`src/rtl/control_unit_pkg.sv`:
```
// control_unit_pkg: shared definitions for the decode-stage control path.
//   - ALU operation codes driven onto alu_op
//   - memory access size codes
//   - instruction class values of instr[27:25]
//   - packed control bundle carried ID -> EX, and the EX -> MEM subset
package control_unit_pkg;

    localparam logic [3:0] ALU_AND = 4'b0000;
    localparam logic [3:0] ALU_EOR = 4'b0001;
    localparam logic [3:0] ALU_SUB = 4'b0010;
    localparam logic [3:0] ALU_RSB = 4'b0011;
    localparam logic [3:0] ALU_ADD = 4'b0100;
    localparam logic [3:0] ALU_ADC = 4'b0101;
    localparam logic [3:0] ALU_SBC = 4'b0110;
    localparam logic [3:0] ALU_RSC = 4'b0111;
    localparam logic [3:0] ALU_TST = 4'b1000;
    localparam logic [3:0] ALU_TEQ = 4'b1001;
    localparam logic [3:0] ALU_CMP = 4'b1010;
    localparam logic [3:0] ALU_CMN = 4'b1011;
    localparam logic [3:0] ALU_ORR = 4'b1100;
    localparam logic [3:0] ALU_MOV = 4'b1101;
    localparam logic [3:0] ALU_BIC = 4'b1110;
    localparam logic [3:0] ALU_MVN = 4'b1111;

    localparam logic [1:0] SIZE_BYTE = 2'b00;
    localparam logic [1:0] SIZE_WORD = 2'b10;

    typedef enum logic [2:0] {
        CLS_DP_REG = 3'b000,
        CLS_DP_IMM = 3'b001,
        CLS_LS_IMM = 3'b010,
        CLS_LS_REG = 3'b011,
        CLS_BRANCH = 3'b101
    } instr_class_e;

    // Decoded control bundle entering ID/EX.
    typedef struct packed {
        logic       shift_imm;
        logic [3:0] alu_op;
        logic [1:0] size;
        logic       mem_en;
        logic       rw;
        logic       load;
        logic       s;
        logic       rf_en;
    } ctrl_t;

    // Subset that continues from EX into EX/MEM.
    typedef struct packed {
        logic [1:0] size;
        logic       mem_en;
        logic       rw;
        logic       load;
        logic       rf_en;
    } mem_ctrl_t;

    function automatic mem_ctrl_t to_mem(input ctrl_t c);
        mem_ctrl_t m;
        m.size   = c.size;
        m.mem_en = c.mem_en;
        m.rw     = c.rw;
        m.load   = c.load;
        m.rf_en  = c.rf_en;
        return m;
    endfunction

endpackage

```
`src/rtl/control_unit_if.sv`:
```
// control_unit_if: instruction/bubble inputs and all decode, ID/EX and
// EX/MEM control outputs of control_unit.
//   master: drives instr, cu_nop; observes every control output
//   slave : the control unit itself
interface control_unit_if;

    logic [31:0] instr;
    logic        cu_nop;

    logic        id_shift_imm;
    logic [3:0]  id_alu_op;
    logic [1:0]  id_size;
    logic        id_mem_en;
    logic        id_rw;
    logic        id_load;
    logic        id_s;
    logic        id_rf_en;
    logic        id_b_instr;
    logic        id_b_l;

    logic        ex_shift_imm;
    logic [3:0]  ex_alu_op;
    logic [1:0]  ex_size;
    logic        ex_mem_en;
    logic        ex_rw;
    logic        ex_load;
    logic        ex_s;
    logic        ex_rf_en;

    logic [1:0]  mem_size;
    logic        mem_mem_en;
    logic        mem_rw;
    logic        mem_load;
    logic        mem_rf_en;

    modport master (
        output instr, cu_nop,
        input  id_shift_imm, id_alu_op, id_size, id_mem_en, id_rw, id_load,
               id_s, id_rf_en, id_b_instr, id_b_l,
        input  ex_shift_imm, ex_alu_op, ex_size, ex_mem_en, ex_rw, ex_load,
               ex_s, ex_rf_en,
        input  mem_size, mem_mem_en, mem_rw, mem_load, mem_rf_en
    );

    modport slave (
        input  instr, cu_nop,
        output id_shift_imm, id_alu_op, id_size, id_mem_en, id_rw, id_load,
               id_s, id_rf_en, id_b_instr, id_b_l,
        output ex_shift_imm, ex_alu_op, ex_size, ex_mem_en, ex_rw, ex_load,
               ex_s, ex_rf_en,
        output mem_size, mem_mem_en, mem_rw, mem_load, mem_rf_en
    );

endinterface

```
`src/rtl/control_unit_ctrl_decoder.sv`:
```
// control_unit_ctrl_decoder: combinational decode of a 32-bit ARM-subset
// instruction into the control bundle plus branch flags.
//   instr_i    : instruction from IF/ID (condition field ignored)
//   ctrl_o     : decoded control bundle
//   b_instr_o  : instruction is a branch
//   b_l_o      : branch with link
module control_unit_ctrl_decoder
    import control_unit_pkg::*;
(
    input  logic [31:0] instr_i,
    output ctrl_t       ctrl_o,
    output logic        b_instr_o,
    output logic        b_l_o
);

    logic [2:0] cls;
    logic       unused_bits;

    assign cls         = instr_i[27:25];
    // Condition and register/offset fields are handled elsewhere.
    assign unused_bits = ^{instr_i[31:28], instr_i[19:0]};

    always_comb begin
        ctrl_o    = '0;
        b_instr_o = 1'b0;
        b_l_o     = 1'b0;
        // The all-zero word is the pipeline NOP even though it sits in the
        // data-processing class.
        if (instr_i != '0) begin
            case (cls)
                CLS_DP_REG, CLS_DP_IMM: begin
                    ctrl_o.shift_imm = instr_i[25];
                    ctrl_o.alu_op    = instr_i[24:21];
                    ctrl_o.s         = instr_i[20];
                    // TST/TEQ/CMP/CMN (10xx) only set flags.
                    ctrl_o.rf_en     = (instr_i[24:23] != 2'b10);
                end
                CLS_LS_IMM, CLS_LS_REG: begin
                    ctrl_o.shift_imm = ~instr_i[25];
                    ctrl_o.alu_op    = instr_i[23] ? ALU_ADD : ALU_SUB;
                    ctrl_o.size      = instr_i[22] ? SIZE_BYTE : SIZE_WORD;
                    ctrl_o.mem_en    = 1'b1;
                    ctrl_o.rw        = ~instr_i[20];
                    ctrl_o.load      = instr_i[20];
                    ctrl_o.rf_en     = instr_i[20];
                end
                CLS_BRANCH: begin
                    b_instr_o        = 1'b1;
                    b_l_o            = instr_i[24];
                    ctrl_o.rf_en     = instr_i[24];
                    ctrl_o.alu_op    = ALU_ADD;
                end
                default: ;
            endcase
        end
    end

endmodule

```
`src/rtl/control_unit.sv`:
```
// control_unit: decode-stage control path. Decodes instr combinationally,
// registers the full control bundle into ID/EX and the memory/write-back
// subset into EX/MEM.
//   CLK : rising-edge clock for both pipeline registers
//   CLR : synchronous active-high clear of both registers
//   bus : control_unit_if.slave (instr, cu_nop in; id_*, ex_*, mem_* out)
module control_unit
    import control_unit_pkg::*;
(
    input  logic            CLK,
    input  logic            CLR,
    control_unit_if.slave   bus
);

    ctrl_t     dec;
    logic      b_instr;
    logic      b_l;

    ctrl_t     id_ex_d, id_ex_q;
    mem_ctrl_t ex_mem_d, ex_mem_q;

    control_unit_ctrl_decoder u_ctrl_decoder (
        .instr_i   (bus.instr),
        .ctrl_o    (dec),
        .b_instr_o (b_instr),
        .b_l_o     (b_l)
    );

    // Bubble only affects what enters ID/EX, never the id_* view.
    assign id_ex_d  = bus.cu_nop ? '0 : dec;
    assign ex_mem_d = to_mem(id_ex_q);

    always_ff @(posedge CLK) begin
        if (CLR) begin
            id_ex_q  <= '0;
            ex_mem_q <= '0;
        end else begin
            id_ex_q  <= id_ex_d;
            ex_mem_q <= ex_mem_d;
        end
    end

    assign bus.id_shift_imm = dec.shift_imm;
    assign bus.id_alu_op    = dec.alu_op;
    assign bus.id_size      = dec.size;
    assign bus.id_mem_en    = dec.mem_en;
    assign bus.id_rw        = dec.rw;
    assign bus.id_load      = dec.load;
    assign bus.id_s         = dec.s;
    assign bus.id_rf_en     = dec.rf_en;
    assign bus.id_b_instr   = b_instr;
    assign bus.id_b_l       = b_l;

    assign bus.ex_shift_imm = id_ex_q.shift_imm;
    assign bus.ex_alu_op    = id_ex_q.alu_op;
    assign bus.ex_size      = id_ex_q.size;
    assign bus.ex_mem_en    = id_ex_q.mem_en;
    assign bus.ex_rw        = id_ex_q.rw;
    assign bus.ex_load      = id_ex_q.load;
    assign bus.ex_s         = id_ex_q.s;
    assign bus.ex_rf_en     = id_ex_q.rf_en;

    assign bus.mem_size     = ex_mem_q.size;
    assign bus.mem_mem_en   = ex_mem_q.mem_en;
    assign bus.mem_rw       = ex_mem_q.rw;
    assign bus.mem_load     = ex_mem_q.load;
    assign bus.mem_rf_en    = ex_mem_q.rf_en;

endmodule

```
`src/flat_wrapper.sv`:
```
// flat-port wrapper written by rule: the top's interface ports become plain ports
module control_unit_flat import control_unit_pkg::*;
  (CLK, CLR, bus_instr, bus_cu_nop, bus_id_shift_imm, bus_id_alu_op, bus_id_size, bus_id_mem_en, bus_id_rw, bus_id_load, bus_id_s, bus_id_rf_en, bus_id_b_instr, bus_id_b_l, bus_ex_shift_imm, bus_ex_alu_op, bus_ex_size, bus_ex_mem_en, bus_ex_rw, bus_ex_load, bus_ex_s, bus_ex_rf_en, bus_mem_size, bus_mem_mem_en, bus_mem_rw, bus_mem_load, bus_mem_rf_en);
  control_unit_if bus_i ();
  input  logic CLK;
  input  logic CLR;
  input wire logic [$bits(bus_i.instr)-1:0] bus_instr;
  input wire logic [$bits(bus_i.cu_nop)-1:0] bus_cu_nop;
  output wire logic [$bits(bus_i.id_shift_imm)-1:0] bus_id_shift_imm;
  output wire logic [$bits(bus_i.id_alu_op)-1:0] bus_id_alu_op;
  output wire logic [$bits(bus_i.id_size)-1:0] bus_id_size;
  output wire logic [$bits(bus_i.id_mem_en)-1:0] bus_id_mem_en;
  output wire logic [$bits(bus_i.id_rw)-1:0] bus_id_rw;
  output wire logic [$bits(bus_i.id_load)-1:0] bus_id_load;
  output wire logic [$bits(bus_i.id_s)-1:0] bus_id_s;
  output wire logic [$bits(bus_i.id_rf_en)-1:0] bus_id_rf_en;
  output wire logic [$bits(bus_i.id_b_instr)-1:0] bus_id_b_instr;
  output wire logic [$bits(bus_i.id_b_l)-1:0] bus_id_b_l;
  output wire logic [$bits(bus_i.ex_shift_imm)-1:0] bus_ex_shift_imm;
  output wire logic [$bits(bus_i.ex_alu_op)-1:0] bus_ex_alu_op;
  output wire logic [$bits(bus_i.ex_size)-1:0] bus_ex_size;
  output wire logic [$bits(bus_i.ex_mem_en)-1:0] bus_ex_mem_en;
  output wire logic [$bits(bus_i.ex_rw)-1:0] bus_ex_rw;
  output wire logic [$bits(bus_i.ex_load)-1:0] bus_ex_load;
  output wire logic [$bits(bus_i.ex_s)-1:0] bus_ex_s;
  output wire logic [$bits(bus_i.ex_rf_en)-1:0] bus_ex_rf_en;
  output wire logic [$bits(bus_i.mem_size)-1:0] bus_mem_size;
  output wire logic [$bits(bus_i.mem_mem_en)-1:0] bus_mem_mem_en;
  output wire logic [$bits(bus_i.mem_rw)-1:0] bus_mem_rw;
  output wire logic [$bits(bus_i.mem_load)-1:0] bus_mem_load;
  output wire logic [$bits(bus_i.mem_rf_en)-1:0] bus_mem_rf_en;
  assign bus_i.instr = bus_instr;
  assign bus_i.cu_nop = bus_cu_nop;
  assign bus_id_shift_imm = bus_i.id_shift_imm;
  assign bus_id_alu_op = bus_i.id_alu_op;
  assign bus_id_size = bus_i.id_size;
  assign bus_id_mem_en = bus_i.id_mem_en;
  assign bus_id_rw = bus_i.id_rw;
  assign bus_id_load = bus_i.id_load;
  assign bus_id_s = bus_i.id_s;
  assign bus_id_rf_en = bus_i.id_rf_en;
  assign bus_id_b_instr = bus_i.id_b_instr;
  assign bus_id_b_l = bus_i.id_b_l;
  assign bus_ex_shift_imm = bus_i.ex_shift_imm;
  assign bus_ex_alu_op = bus_i.ex_alu_op;
  assign bus_ex_size = bus_i.ex_size;
  assign bus_ex_mem_en = bus_i.ex_mem_en;
  assign bus_ex_rw = bus_i.ex_rw;
  assign bus_ex_load = bus_i.ex_load;
  assign bus_ex_s = bus_i.ex_s;
  assign bus_ex_rf_en = bus_i.ex_rf_en;
  assign bus_mem_size = bus_i.mem_size;
  assign bus_mem_mem_en = bus_i.mem_mem_en;
  assign bus_mem_rw = bus_i.mem_rw;
  assign bus_mem_load = bus_i.mem_load;
  assign bus_mem_rf_en = bus_i.mem_rf_en;
  control_unit u_core (.CLK(CLK), .CLR(CLR), .bus(bus_i));
endmodule
```
`config.mk`:
```
export PLATFORM = sky130hd
export DESIGN_NAME = control_unit_flat
export DESIGN_NICKNAME = d
export VERILOG_FILES = /design/src/rtl/control_unit_pkg.sv /design/src/rtl/control_unit_if.sv /design/src/rtl/control_unit_ctrl_decoder.sv /design/src/rtl/control_unit.sv /design/src/flat_wrapper.sv
export SDC_FILE = /design/constraint.sdc
export NUM_CORES = 1
export LEC_CHECK = 0
export CAP_MARGIN = 40
export CORE_UTILIZATION = 28
export DETAILED_ROUTE_END_ITERATION = 16
export GPL_TIMING_DRIVEN = 0
export PLACE_DENSITY_LB_ADDON = 0.25
export RECOVER_POWER = 100
export REMOVE_ABC_BUFFERS = 1
export SLEW_MARGIN = 20
export SYNTH_ARGS = -nofsm -noshare
export SYNTH_HDL_FRONTEND = slang
export SYNTH_SLANG_ARGS = --single-unit
```
`constraint.sdc`:
```
create_clock -name CLK -period 1.25 [get_ports CLK]
set_input_delay 0.25 -clock CLK [delete_from_list [all_inputs] [get_ports CLK]]
set_output_delay 0.25 -clock CLK [all_outputs]
set_load 0.03 [all_outputs]
```
Word-level counts from Yosys, hierarchy flattened
Index checks and enable logic that the tools add are counted.
{"block": "classes", "add_sub_neg": 0, "n_mul": 0, "n_div": 0, "n_lt_le_gt_ge": 0, "eq_ne": 5, "n_shift": 0, "muxes": 12, "n_bitwise": 2, "n_reduce_logical": 5}
{"op": "nonzero test 32 bit", "count": 1}
{"op": "2-to-1 mux 12 bit", "count": 1}
{"op": "one-hot mux 4 bit (3 select lines)", "count": 1}
{"op": "== test 3 x 2 -> 1 bit (second input constant)", "count": 2}
{"op": "OR reduction 2 bit", "count": 3}
{"op": "2-to-1 mux 1 bit", "count": 5}
{"op": "2-to-1 mux 5 bit", "count": 1}
{"op": "== test 3 x 1 -> 1 bit (second input constant)", "count": 1}
{"op": "== test 3 bit (second input constant)", "count": 1}
{"op": "logical NOT 3 bit", "count": 1}
{"op": "2-to-1 mux 3 bit", "count": 1}
{"op": "one-hot mux 1 bit (3 select lines)", "count": 1}
{"op": "2-to-1 mux 2 bit", "count": 1}
{"op": "!= test 2 bit (second input constant)", "count": 1}
{"op": "inverter 1 bit", "count": 2}
{"op": "one-hot mux 1 bit (2 select lines)", "count": 1}
{"block": "totals", "regBits": 18, "latch_bits": 0, "ramBits": 0, "romBits": 0, "inputBits": 35, "out_inout_bits": 32, "word_cells": 37, "memories": 0}

Logic depth before layout (Yosys ltp)
Gate-level depths: netlist of run 1.
{"block": "depth", "word_depth": 4, "mapped_depth": 7}

Modules after synthesis
From an unflattened synthesis of run 1, not the netlist that was laid out.
{"block": "hier_totals", "hier_cells": 76, "hier_area_um2": 820.8}
{"module": "control_unit", "n_inst": 1, "cells_each": 39, "area_each_um2": 581.8, "seq_area_each_um2": 360.3}
{"module": "control_unit_ctrl_decoder", "n_inst": 1, "cells_each": 37, "area_each_um2": 239.0, "seq_area_each_um2": 0.0}

Least setup slack after synthesis of run 1
Ideal clock, no wire load.
{"block": "synth_path", "kind": "input -> output", "from": "in bus_instr[26]", "to": "out bus_id_alu_op[2]", "t_arrival_ps": 1205, "path_slack_ps": -205, "stages": 4, "path_buffers": 1, "path_cell_list": "buf_4 -> nor2b_1 -> and2_1 -> a21o_1"}
{"block": "synth_between", "elab_chain_len": 4}
{"item": "start, declared", "line": "flat_wrapper.sv:7", "text": "input wire logic [$bits(bus_i.instr)-1:0] bus_instr;"}
{"item": "== test 3 x 2 -> 1 bit, or another cell as far along", "line": "control_unit_ctrl_decoder.sv:30", "text": "case (cls)"}
{"item": "OR reduction 2 bit", "line": "control_unit_ctrl_decoder.sv:30"}
{"item": "one-hot mux 4 bit (3 select lines)", "line": "control_unit_ctrl_decoder.sv:30"}
{"item": "2-to-1 mux 12 bit (*)", "line": "control_unit_ctrl_decoder.sv:29", "text": "if (instr_i != '0) begin"}
{"item": "end, declared", "line": "flat_wrapper.sv:10", "text": "output wire logic [$bits(bus_i.id_alu_op)-1:0] bus_id_alu_op;"}
Every way passes the cells marked *; elsewhere a longest branch is shown, timed or not.

Worst setup path in the final report of run 1
{"block": "layout_path", "from": "in bus_instr[23]", "to": "out bus_id_rf_en"}
{"block": "layout_between", "elab_chain_len": 3}
{"item": "!= test 2 bit", "line": "control_unit_ctrl_decoder.sv:36", "text": "ctrl_o.rf_en = (instr_i[24:23] != 2'b10);"}
{"item": "one-hot mux 1 bit (3 select lines)", "line": "control_unit_ctrl_decoder.sv:30"}
{"item": "2-to-1 mux 12 bit (*)", "line": "control_unit_ctrl_decoder.sv:29"}
{"item": "end, declared", "line": "flat_wrapper.sv:16", "text": "output wire logic [$bits(bus_i.id_rf_en)-1:0] bus_id_rf_en;"}
Marks and branches as above.

==> metrics.cfg, run 1 <==
[route]
wire_per_inst_um = 12.1
dr.pass1.iters = 4
drc = 0
drt_iter0_markers = 7
routed_via_density = 4.64
routed_wl_um = 2050
vias = 785
drtAntennaViolNets = 0

[status]
violations = setup timing
status = finished, violations left

[power]
p_per_area_nw_per_um2 = 896
leakagePower_uw = 0.000622
ir_worst_vdd_uv = 476

[worst_setup_path]
worstPathMaxFanout = 4
crit_path_end_kind = output port
crit_type = in -> out
arrival_ns = 1.12
start_kind = primary input
cp.required_ns = 1.00
r2r-start = u_core.bus.ex_size[1]$_SDFF_PP0_
worst_setup_path_startpoint = bus_instr[23]

[clock_tree]
clockBufferDepth = 2
cts_hold_buf = 0
clockRootBuffer = clkbuf_4
clk_latency_ns = 0.29
cts_tree = yes
cts_htree_levels = 1
cts_buffers = 3
path_clk_slew_ns = 0.09
cts.sinks = 16

[floorplan]
ioPinCount = 67
dieArea_um2 = 2590
die_y_um = 50.9
fp.dieW_um = 50.9
rows = 17
initial_utilization_pct = 30.0
core-area_um2 = 2230

[global_routing]
track_usage_pct = 16.4
grt_remaining_overflow = 0
grt_pass1_wl_um = 3140
grt_pass1_vias = 783
antenna_found_initial = 0
grt_start_max_net_pins = 11

[synthesis]
synth_cell_types = 23
synth_area_per_cell_um2 = 9.19
yosysSeqAreaShare_pct = 47.8
yosysWarnings = 0
synth-seq-cells = 16
synthesis.area_um2 = 671
synth_cells = 73

[sta]
tns_ns = -0.124
fin_skew_ns = 0.000349
slew_violations = 0
finalHoldViolations = 0
fin_crit_sh_pct = 110
rsz0062_at_grt = true
fin_crit_ns = 1.37
fin_ws_ns = -0.124
setup_viol = 1
max_freq_mhz = 728

[placed_design]
port-buffer-count = 63
dp_hpwl_um = 1590
gp_congestion = 0.692

[layout]
layout-drive-gt1-share_pct = 45.4
area_growth_pct = 95.5
final_nets = 177
fin_util_pct = 58.7
antennaDiodeCount = 0

[flow_run]
drv_cap = 0

[min_path]
hold_path.class = in -> reg
hp-start = bus_instr[22]

[worst max-delay path, stage by stage]
cell and delay, ns:
clkdlybuf4s15_1 0.24, nor4_2 0.16, nand4_1 0.11, o22a_1 0.21, buf_6 0.15
[area by class of cell]
| type | count | area, µm² |
|---|---|---|
| fillers | 219 | 922 |
| flip-flops and latches | 16 | 320 |
| multi-input cells | 50 | 394 |
| clock buffers | 4 | 36.3 |
| well taps | 28 | 35.0 |
| inverters | 4 | 17.5 |
| repair buffers | 67 | 508 |
[cell usage in the layout (no fill, tap or decap), drive strengths merged]
cell and n:
nor4 9, a21o 1, dfxtp 16, a21oi 1, nor3 1, clkbuf 38, and3 5, clkdlybuf4s15 16
nor2 7, nand4 2, nand2b 2, xnor2 1, and2 6, dlygate4sd3 1, a32o 1, clkdlybuf4s50 1
conb 3, o211a 1, nor2b 6, inv 4, buf 15, o22a 1, o21a 1, nand2 2
[synthesized netlist by cell type]
cell / count / share of area [%]
o22a_1: 1 / 1.3
dfxtp_1: 16 / 48
inv_4: 1 / 0.93
a21o_1: 1 / 1.1
and2_1: 6 / 5.6
o21a_1: 1 / 1.1
a32o_1: 1 / 1.5
nor2_1: 7 / 3.9
nor3_1: 1 / 0.75
nand4_1: 2 / 1.9
nor4_1: 9 / 8.4
nand2_1: 1 / 0.56
and3_1: 5 / 4.7
xnor2_1: 1 / 1.3
a21oi_1: 1 / 0.75
nor2b_1: 6 / 5.6
inv_2: 1 / 0.56
nand2b_1: 2 / 1.9
buf_4: 5 / 5.6
o211a_1: 1 / 1.5
conb_1: 1 / 0.56
nand2_4: 1 / 1.7
inv_1: 2 / 1.1
[path summary, 6_finish.rpt]
check                                           end  slack [ns]  cells after the start
setup / recovery                       bus_id_rf_en       -0.12                      5
hold / removal     u_core.bus.ex_size[1]$_SDFF_PP0_        0.12                      2
setup reg to reg  u_core.bus.mem_size[1]$_SDFF_PP0_        0.71                      1
hold reg to reg        u_core.bus.mem_rw$_SDFF_PP0_        0.47                      1
[logic make-up after synthesis]
logic type | share of synthesized area [%]
xor+xnor | 1.31
compound gates | 7.28
flops | 47.8
other cells | 0.559
buf+inv | 8.21
simple gates | 34.9
[power breakdown]
part	leakage [µW]	total (µW)	internal, µW	switching [µW]
combinational	0.000471	318	142	176
clock	0.0000210	334	178	156
sequential	0.000130	523	520	2.97
[state kept, by name, summed over array words and instances, names as in the netlist]
| name | flops |
|---|---|
| u_core.bus.ex_alu_op | 4 |
| u_core.bus.ex_load | 1 |
| u_core.bus.ex_mem_en | 1 |
| u_core.bus.ex_rf_en | 1 |
| u_core.bus.ex_rw | 1 |
| u_core.bus.ex_s | 1 |
| u_core.bus.ex_shift_imm | 1 |
| u_core.bus.ex_size | 1 |
| u_core.bus.mem_load | 1 |
| u_core.bus.mem_mem_en | 1 |
| u_core.bus.mem_rf_en | 1 |
| u_core.bus.mem_rw | 1 |
| u_core.bus.mem_size | 1 |
[through the flow]
stage / hold slack, ns / power (µW) / instance area, µm² / setup WS (ns) / std cells
4_1_cts: 0.185 / 1180 / 1350 / -0.224 / 166
6_report: 0.125 / 1170 / 1310 / -0.124 / 169
3_3_place_gp: 0.452 / 857 / 1310 / -1.21 / 161
3_5_place_dp: 0.454 / 859 / 1310 / -1.21 / 161
2_1_floorplan: 0.322 / 661 / 641 / -0.0638 / 70
5_1_grt: 0.124 / 1230 / 1310 / -0.196 / 169
[layer usage]
layer,GRT usage (%),up-vias,wire (µm)
li1,-,383,-
met3,6.85,5,269
met4,10.2,0,46
met2,26.8,53,984
met5,0,-,0
met1,17.2,344,746
[timing repair]
action,4_1_cts,5_1_grt
buffers inserted,1,3
pin swaps,11,12
resized for setup,164,75
endpoints found under the setup margin,31,27
Power figures use the tool's default switching activity.
==> run 2, diff against run 1 <==
- GPL_ROUTABILITY_DRIVEN: default -> 0
==> results of run 2 <==
The final DEF is identical to that of run 1; final timing and power are the same.
==> run 3, diff against run 2 <==
- SLEW_MARGIN: 20 -> 5
==> results of run 3 <==
The final DEF is identical to that of run 1; final timing and power are the same.
